### config.mk
export PLATFORM = sky130hd
export DESIGN_NAME = rf_dbg_access_rv32i
export DESIGN_NICKNAME = d
export VERILOG_FILES = /design/src/rtl/rf_dbg_access_rv32i.sv
export SDC_FILE = /design/constraint.sdc
export NUM_CORES = 1
export LEC_CHECK = 0
export BUFFER_PORTS_ARGS = -buffer_cell sky130_fd_sc_hd__buf_2
export CORE_MARGIN = 4
export CORE_UTILIZATION = 30
export DETAILED_ROUTE_END_ITERATION = 8
export SLEW_MARGIN = 0
export SYNTH_ARGS = -nofsm -noshare
export SYNTH_HDL_FRONTEND = slang
export SYNTH_SLANG_ARGS = --single-unit
### constraint.sdc
create_clock -name clock -period 3.3 [get_ports clock]
set_clock_uncertainty 0.05 [all_clocks]
set_input_delay 0.33 -clock clock [delete_from_list [all_inputs] [get_ports clock]]
set_output_delay 0.33 -clock clock [all_outputs]
set_load 0.02 [all_outputs]
### src/rtl/rf_dbg_access_rv32i.sv
// -----------------------------------------------------------------------------
// rf_dbg_access_rv32i
//
// Debug access initiator for the RV32I 32x32 register file. A debug host
// issues single read or write requests over a valid/ready handshake; this
// block drives the register file write port and read port 1, then returns a
// response over a second valid/ready handshake. It can also walk all 32
// registers and stream them out as one dump sequence.
//
// The surrounding top level hands the register file address/write ports to
// this block whenever dbg_active is high.
//
// Build option:
//   RF_DBG_DUMP_EN  defined   -> full-register dump mode compiled in
//                   undefined -> dump logic and index counter removed,
//                                dump_start ignored, resp_last tied low,
//                                resp_addr is the latched request address
//
// Ports:
//   clock        in   1  global clock, all state changes on posedge
//   reset        in   1  synchronous active-high reset
//   req_valid    in   1  host request valid
//   req_ready    out  1  block can accept a request (only in IDLE)
//   req_write    in   1  1 = write, 0 = read
//   req_addr     in   5  register index
//   req_wdata    in  32  write data
//   dump_start   in   1  one-cycle pulse starting a full dump (IDLE only)
//   resp_valid   out  1  response valid
//   resp_ready   in   1  host accepts response
//   resp_rdata   out 32  read data, 0 for writes
//   resp_addr    out  5  register index the response refers to
//   resp_last    out  1  final response of a dump
//   dbg_active   out  1  block owns the register file ports (not IDLE)
//   rf_rdwrite   out  1  register file write enable (registered)
//   rf_rd_addr   out  5  register file write address (registered)
//   rf_rd_in     out 32  register file write data (registered)
//   rf_rs1_addr  out  5  register file read address, port 1 (registered)
//   rf_rs1       in  32  register file read data, port 1 (valid after negedge)
// -----------------------------------------------------------------------------

`default_nettype none

module rf_dbg_access_rv32i (
    input  logic        clock,
    input  logic        reset,
    input  logic        req_valid,
    output logic        req_ready,
    input  logic        req_write,
    input  logic [4:0]  req_addr,
    input  logic [31:0] req_wdata,
    input  logic        dump_start,
    output logic        resp_valid,
    input  logic        resp_ready,
    output logic [31:0] resp_rdata,
    output logic [4:0]  resp_addr,
    output logic        resp_last,
    output logic        dbg_active,
    output logic        rf_rdwrite,
    output logic [4:0]  rf_rd_addr,
    output logic [31:0] rf_rd_in,
    output logic [4:0]  rf_rs1_addr,
    input  logic [31:0] rf_rs1
);

    typedef enum logic [1:0] {
        IDLE = 2'd0,
        WR   = 2'd1,
        RD   = 2'd2,
        RESP = 2'd3
    } state_t;

    localparam logic [4:0] LAST_INDEX = 5'd31;

    state_t      state_q;
    state_t      state_d;

    // Register index for the transaction in flight. For single requests it
    // holds the latched req_addr; during a dump it is the walking index.
    logic [4:0]  addr_q;
    logic [4:0]  addr_d;

    logic [31:0] rdata_q;
    logic [31:0] rdata_d;

    logic        rdwrite_q;
    logic        rdwrite_d;
    logic [4:0]  rd_addr_q;
    logic [4:0]  rd_addr_d;
    logic [31:0] rd_in_q;
    logic [31:0] rd_in_d;
    logic [4:0]  rs1_addr_q;
    logic [4:0]  rs1_addr_d;

`ifdef RF_DBG_DUMP_EN
    logic        dump_q;
    logic        dump_d;
    logic        dump_continue;

    // A dump keeps going after a handshake unless the index just served was
    // the final register; it never wraps back to 0.
    assign dump_continue = dump_q && (addr_q != LAST_INDEX);
`else
    // Dump mode is not built; the pin is kept so the port list is identical.
    logic        unused_dump_start;
    assign unused_dump_start = dump_start;
`endif

    // State register plus every registered output. A synchronous reset
    // drops any in-flight response, aborts a dump and guarantees no write
    // enable is driven on the following cycle.
    always_ff @(posedge clock) begin
        if (reset) begin
            state_q    <= IDLE;
            addr_q     <= 5'd0;
            rdata_q    <= 32'd0;
            rdwrite_q  <= 1'b0;
            rd_addr_q  <= 5'd0;
            rd_in_q    <= 32'd0;
            rs1_addr_q <= 5'd0;
`ifdef RF_DBG_DUMP_EN
            dump_q     <= 1'b0;
`endif
        end else begin
            state_q    <= state_d;
            addr_q     <= addr_d;
            rdata_q    <= rdata_d;
            rdwrite_q  <= rdwrite_d;
            rd_addr_q  <= rd_addr_d;
            rd_in_q    <= rd_in_d;
            rs1_addr_q <= rs1_addr_d;
`ifdef RF_DBG_DUMP_EN
            dump_q     <= dump_d;
`endif
        end
    end

    // Next-state logic. A host request beats dump_start when both appear in
    // the same IDLE cycle. WR and RD always last exactly one cycle.
    always_comb begin
        state_d = state_q;
        case (state_q)
            IDLE: begin
                if (req_valid) begin
                    state_d = req_write ? WR : RD;
                end
`ifdef RF_DBG_DUMP_EN
                else if (dump_start) begin
                    state_d = RD;
                end
`endif
            end
            WR: begin
                state_d = RESP;
            end
            RD: begin
                state_d = RESP;
            end
            RESP: begin
                if (resp_ready) begin
`ifdef RF_DBG_DUMP_EN
                    state_d = dump_continue ? RD : IDLE;
`else
                    state_d = IDLE;
`endif
                end
            end
            default: begin
                state_d = IDLE;
            end
        endcase
    end

    // Next values for the registered outputs and datapath. The rf_* ports
    // are computed one cycle ahead so they are already driven from the edge
    // that enters WR or RD; they fall back to zero in every other state.
    // Because the register file updates rf_rs1 on the negedge inside RD, the
    // value is stable by the posedge that closes RD and is captured then.
    always_comb begin
        addr_d     = addr_q;
        rdata_d    = rdata_q;
        rdwrite_d  = 1'b0;
        rd_addr_d  = 5'd0;
        rd_in_d    = 32'd0;
        rs1_addr_d = 5'd0;
`ifdef RF_DBG_DUMP_EN
        dump_d     = dump_q;
`endif
        case (state_q)
            IDLE: begin
                if (req_valid) begin
                    addr_d = req_addr;
                    if (req_write) begin
                        // x0 is hardwired to zero, so a write to it is
                        // acknowledged without ever raising the enable.
                        rdwrite_d = (req_addr != 5'd0);
                        rd_addr_d = req_addr;
                        rd_in_d   = req_wdata;
                    end else begin
                        rs1_addr_d = req_addr;
                    end
                end
`ifdef RF_DBG_DUMP_EN
                else if (dump_start) begin
                    addr_d     = 5'd0;
                    dump_d     = 1'b1;
                    rs1_addr_d = 5'd0;
                end
`endif
            end
            WR: begin
                rdata_d = 32'd0;
            end
            RD: begin
                rdata_d = rf_rs1;
            end
            RESP: begin
`ifdef RF_DBG_DUMP_EN
                if (resp_ready) begin
                    if (dump_continue) begin
                        addr_d     = addr_q + 5'd1;
                        rs1_addr_d = addr_q + 5'd1;
                    end else begin
                        dump_d = 1'b0;
                    end
                end
`endif
            end
            default: begin
                rdata_d = rdata_q;
            end
        endcase
    end

    // Handshake and status outputs decode directly from the state register,
    // so they are glitch-free and change only on clock edges.
    always_comb begin
        req_ready  = (state_q == IDLE);
        dbg_active = (state_q != IDLE);
        resp_valid = (state_q == RESP);
`ifdef RF_DBG_DUMP_EN
        resp_last  = (state_q == RESP) && dump_q && (addr_q == LAST_INDEX);
`else
        resp_last  = 1'b0;
`endif
    end

    assign resp_rdata  = rdata_q;
    assign resp_addr   = addr_q;
    assign rf_rdwrite  = rdwrite_q;
    assign rf_rd_addr  = rd_addr_q;
    assign rf_rd_in    = rd_in_q;
    assign rf_rs1_addr = rs1_addr_q;

endmodule

`default_nettype wire
* Word-level counts from Yosys, hierarchy flattened
Index checks and enable logic that the tools add are counted.
W data, S select, Z words.
** Operators by class
- Add/subtract/negate cells :: 0
- Multiply operators :: 0
- Div/mod/pow operators :: 0
- Magnitude comparators :: 0
- Equality and inequality tests :: 5
- Shift-type cells :: 0
- Mux-type cells :: 5
- Bitwise operators :: 3
- Reduce and logical (&&, ||, !) cells :: 9
** Operators by type and width (number)
- $pmux W32 S2 :: 1
- $reduce_or A4 Y1 :: 2
- $mux W2 :: 3
- $pmux W2 S3 :: 1
- $reduce_bool A5 Y1 :: 1
- $eq A2 B2 Y1 const B :: 2
- $reduce_and A2 Y1 :: 2
- $reduce_bool A2 Y1 :: 2
- $not A1 Y1 :: 3
- $eq A2 B1 Y1 const B :: 1
- $logic_not A2 Y1 :: 1
- $ne A2 B1 Y1 const B :: 1
- $ne A2 B2 Y1 const B :: 1
- $reduce_or A2 Y1 :: 1
** Storage, ports and cells
- Flip-flop bits (word level) :: 82
- Latch bits :: 0
- Memory bits (writable) :: 0
- ROM bits :: 0
- Bits of input ports :: 75
- Output and inout port bits :: 84
- Word-level logic and storage cells :: 29
- Memories :: 0

* Logic depth before layout (Yosys ltp)
- Depth after elaboration :: 3
- Gate-level depth with buffers :: 8
- Depth with buffers taken out :: 5

* Worst setup path after synthesis
No wires, ideal clock.
- Kind :: register -> register
- Start :: register state_q[0]
- End :: register rd_in_q[10] (netlist: rf_rd_in[10])
- Setup time :: 0.059 ns
- Arrival time :: 1.535 ns
- Data required time :: 3.191 ns
- Slack :: 1.656 ns
- Cell stages (with the launch flop) :: 9
- Path buffers :: 3
- Period minus slack after synthesis :: 1.644 ns
- Cells stage by stage :: dfxtp_1 > inv_1 > ha_1 > buf_2 > nand2_2 > nor3b_2 > buf_4 > buf_6 > and2_1
** Between the ends
- Cells in the longest elaborated chain, start to end :: 3
** RTL lines
- start: declaration :: RTL line 74 : state_t state_q;
- start signal: assignment :: RTL line 124 : state_q <= state_d;
- $logic_not A2 Y1
- net req_ready :: RTL line 47 : output logic req_ready,
- $not A1 Y1 (no line)
- $reduce_or A4 Y1 (no line)
- end signal: assignment :: RTL line 129 : rd_in_q <= rd_in_d;
- end: declaration :: RTL line 89 : logic [31:0] rd_in_q;
The timed path passes the listed nets, and every way through them passes these cells.
A chain may end at the register's enable or synchronous reset.

* Worst setup path after layout
- Start :: register state_q[0]
- End :: output port req_ready
** Between the ends
- Cells in the longest elaborated chain, start to end :: 1
** RTL lines
- $logic_not A2 Y1 :: RTL line 237 : req_ready = (state_q == IDLE);
- end: declaration :: RTL line 47
Every way passes these cells.

==> results.md <==
Finish
• **final design utilization** 0.432
• **Area Growth Syn to Fin** 38.4%
• **post-layout instance area** 3820 µm²
• **Non-Filler Instances** 540
• **ratio of cells with drive above 1 in the final layout** 0.407
• **Final #Nets** 506
• **FILL cells** 920
• **Antenna Diode Count** 0

Floorplan
• **number of placed I/O pins** 159
• **die height** 104 µm
• **CORE AREA** 8850 µm²
• **standard-cell rows** 34
• **x dimension of the die** 104 µm
• **die outline area** 10800 µm²
• **starting density of the core** 0.312

Clock network
• **post_cts resized** 0
• **buffers from clock root to sink, at most** 2
• **total clock buffers created by CTS** 9
• **worst skew pair latency** 0.34 ns
• **CTS H-tree lvls** 3
• **count of hold-fix buffers inserted at cts** 0
• **clock tree root buffer cell** sky130_fd_sc_hd__clkbuf_8
• **TritonCTS clock tree** built
• **number of sinks handled by clock tree synthesis** 82
• **Setup Fix Bufs, Post-CTS** 0
• **Reg clk slew, reported paths** 0.09 ns

Worst setup path
• **origin of the critical flop-to-flop path** state_q[0]
• **crit path kind** reg2out
• **largest fanout of any net on the critical path** 9
• **data required time of the critical path** 2.92 ns
• **startpoint types** flop
• **critical path capture point type** primary output
• **logic depth of the worst register-to-register path** 6
• **data arrival at the endpoint of the critical path** 1.36 ns
• **r2r setup slk** 1.57 ns
• **endpoint of the worst-slack reg-to-reg timing path** rf_rd_in[5]

Status
• **outcome** finished clean

Global routing
• **wire length of the first global-routing pass** 11500 µm
• **maximum number of pins on one net before global-route repair** 65
• **vias in the first global route** 2323
• **global route overflow** 0
• **global routing usage summed across all routing layers** 0.129
• **initial antenna violation count** 0

Timing
• **worst max-slew margin expressed relative to the limit** 0.450
• **final cycle utilization of the critical path** 0.528
• **post-route worst hold slack** 0.133 ns
• **maximum achievable frequency** 574 MHz
• **final hold violation count** 0
• **Final min period** 1.74 ns
• **slew at the pin closest to its max-slew limit** 0.825 ns
• **unrepaired setup endpoints after global routing** no
• **Slew Viols, Final** 0
• **count of endpoints failing setup in the final report** 0
• **Worst Setup Slack, final** 1.56 ns
• **final-layout setup total negative slack** 0 ns

Worst hold path
• **cell depth of the worst min-delay path** 2
• **Worst Hold Class** in2reg
• **worst-case hold path end point** rf_rd_in[16]
• **worst hold path startpoint** req_wdata[16]

Route
• **count of nets left with antenna violations after detail routing** 0
• **initial DRC count** 61
• **DR pass1 iterations** 6
• **Vias per Instance** 4.40
• **final routed wirelength across all metal layers** 6920 µm
• **via count** 2374
• **WL/cell** 12.8 µm
• **DRC Markers** 0

Yosys
• **netlist area before placement** 2760 µm²
• **fraction of synthesized cell area taken by the top area cell type** 0.594
• **count of different cell masters after synthesis** 23
• **portion of the post-synthesis area used by sequential elements** 0.594
• **dominant cell type by area after synthesis** sky130_fd_sc_hd__dfxtp_1
• **biggest area contributors in the synthesized netlist** sky130_fd_sc_hd__dfxtp_1, sky130_fd_sc_hd__and2_1, sky130_fd_sc_hd__nand2b_1, sky130_fd_sc_hd__a21oi_1, sky130_fd_sc_hd__nand3_1
• **flip-flop cell with the highest count after synthesis** sky130_fd_sc_hd__dfxtp_1
• **most instantiated library cell after synthesis** sky130_fd_sc_hd__dfxtp_1
• **Post-synth EDFFs** 0
• **average footprint of a synthesized cell** 9.97 µm²
• **number of warnings printed during yosys synthesis** 0
• **fraction of synthesis flops using an asynchronous set or reset pin** 0
• **commonest cells in the netlist** sky130_fd_sc_hd__dfxtp_1, sky130_fd_sc_hd__and2_1, sky130_fd_sc_hd__a21oi_1
• **nets in the synthesized netlist** 356
• **synthesis-stage register bit count** 82
• **Post-Synthesis Cells** 277

Power
• **maximum VDD drop** 0.416 mV
• **power density over cell area** 746 nW/µm²
• **Static Leak** 1.83 nW
• **overall power after layout** 2.85 mW

Place
• **gpl congestion** 0.742
• **number of cells in the design after placement** 524
• **DP Worst Slack** 1.55 ns
• **Port Buffer Count** 156
• **placed instance area** 3600 µm²
• **DP Wirelength** 4900 µm

Flow run
• **# Max-Cap Violations** 0

[report_power, final]
part           total (mW)  switching [mW]  internal (mW)
registers            1.14          0.0427           1.09
logic               0.900           0.557          0.343
clock network       0.816           0.363          0.453
[cell type report]
class | instances | area [µm²] | share of cell area
repair buffers | 159 | 803 | 0.210
clock buffers | 11 | 141 | 0.0370
multi-input cells | 172 | 1010 | 0.263
inverters | 3 | 11.3 | 0.00295
well taps | 108 | 135 | 0.0353
flip-flops and latches | 82 | 1640 | 0.429
clock inverters | 5 | 85.1 | 0.0223
[flip-flops by register name, summed over array words and instances (netlist names)]
signal       count
resp_rdata      32
rf_rd_in        32
resp_addr        5
rf_rd_addr       5
rf_rs1_addr      5
state_q          2
rf_rdwrite       1
[worst max-delay path, stage by stage, from the launching register on]
cell and delay [ns]:
sky130_fd_sc_hd__dfxtp_1 0.33, sky130_fd_sc_hd__inv_1 0.10, sky130_fd_sc_hd__ha_1 0.36, sky130_fd_sc_hd__buf_2 0.23
[worst max path at each step]
stage / from / end / depth (start not counted)
after floorplan: state_q[0] / rf_rd_in[10] / 8
after global placement: state_q[0] / rf_rd_in[5] / 6
after detailed placement: state_q[0] / rf_rd_in[25] / 6
after CTS: state_q[0] / req_ready / 3
after global routing: state_q[0] / rf_rd_in[12] / 6
final: state_q[0] / req_ready / 3
[routing by layer]
layer  share of wire  global-route usage  wire, µm
met5               0                   0         0
met4          0.0055              0.0313        38
met3            0.10              0.0732       723
met2            0.43               0.190      2990
met1            0.46               0.163      3170
[cells by family (layout without fill, tap and decap cells)]
family                   count (synthesis)  in the layout  synth area share
AND/OR/NAND/NOR                        123            123             0.259
adder cells (fa/ha/maj)                  4              4            0.0181
flip-flops                              82             82             0.594
buffers and inverters                   23            178            0.0417
AO/OA/AOI/OAI                           43             43            0.0824
multiplexers                             1              1           0.00362
other                                    1              1           0.00136
[cells in the final DEF (no fill, tap or decap), drive strengths merged]
master / netlist / final
bufinv: 0 / 2
conb: 1 / 1
ha: 4 / 4
nor3: 1 / 1
nor3b: 1 / 1
a311oi: 1 / 1
o21a: 1 / 1
a21oi: 39 / 39
clkinvlp: 0 / 1
nand2b: 34 / 34
dfxtp: 82 / 82
buf: 8 / 159
nand2: 7 / 7
clkbuf: 12 / 11
mux2i: 1 / 1
o2111ai: 1 / 1
nand3: 37 / 37
a21o: 1 / 1
inv: 3 / 5
and2: 42 / 42
or4: 1 / 1
Note: power is estimated with default switching activity, not from simulation.
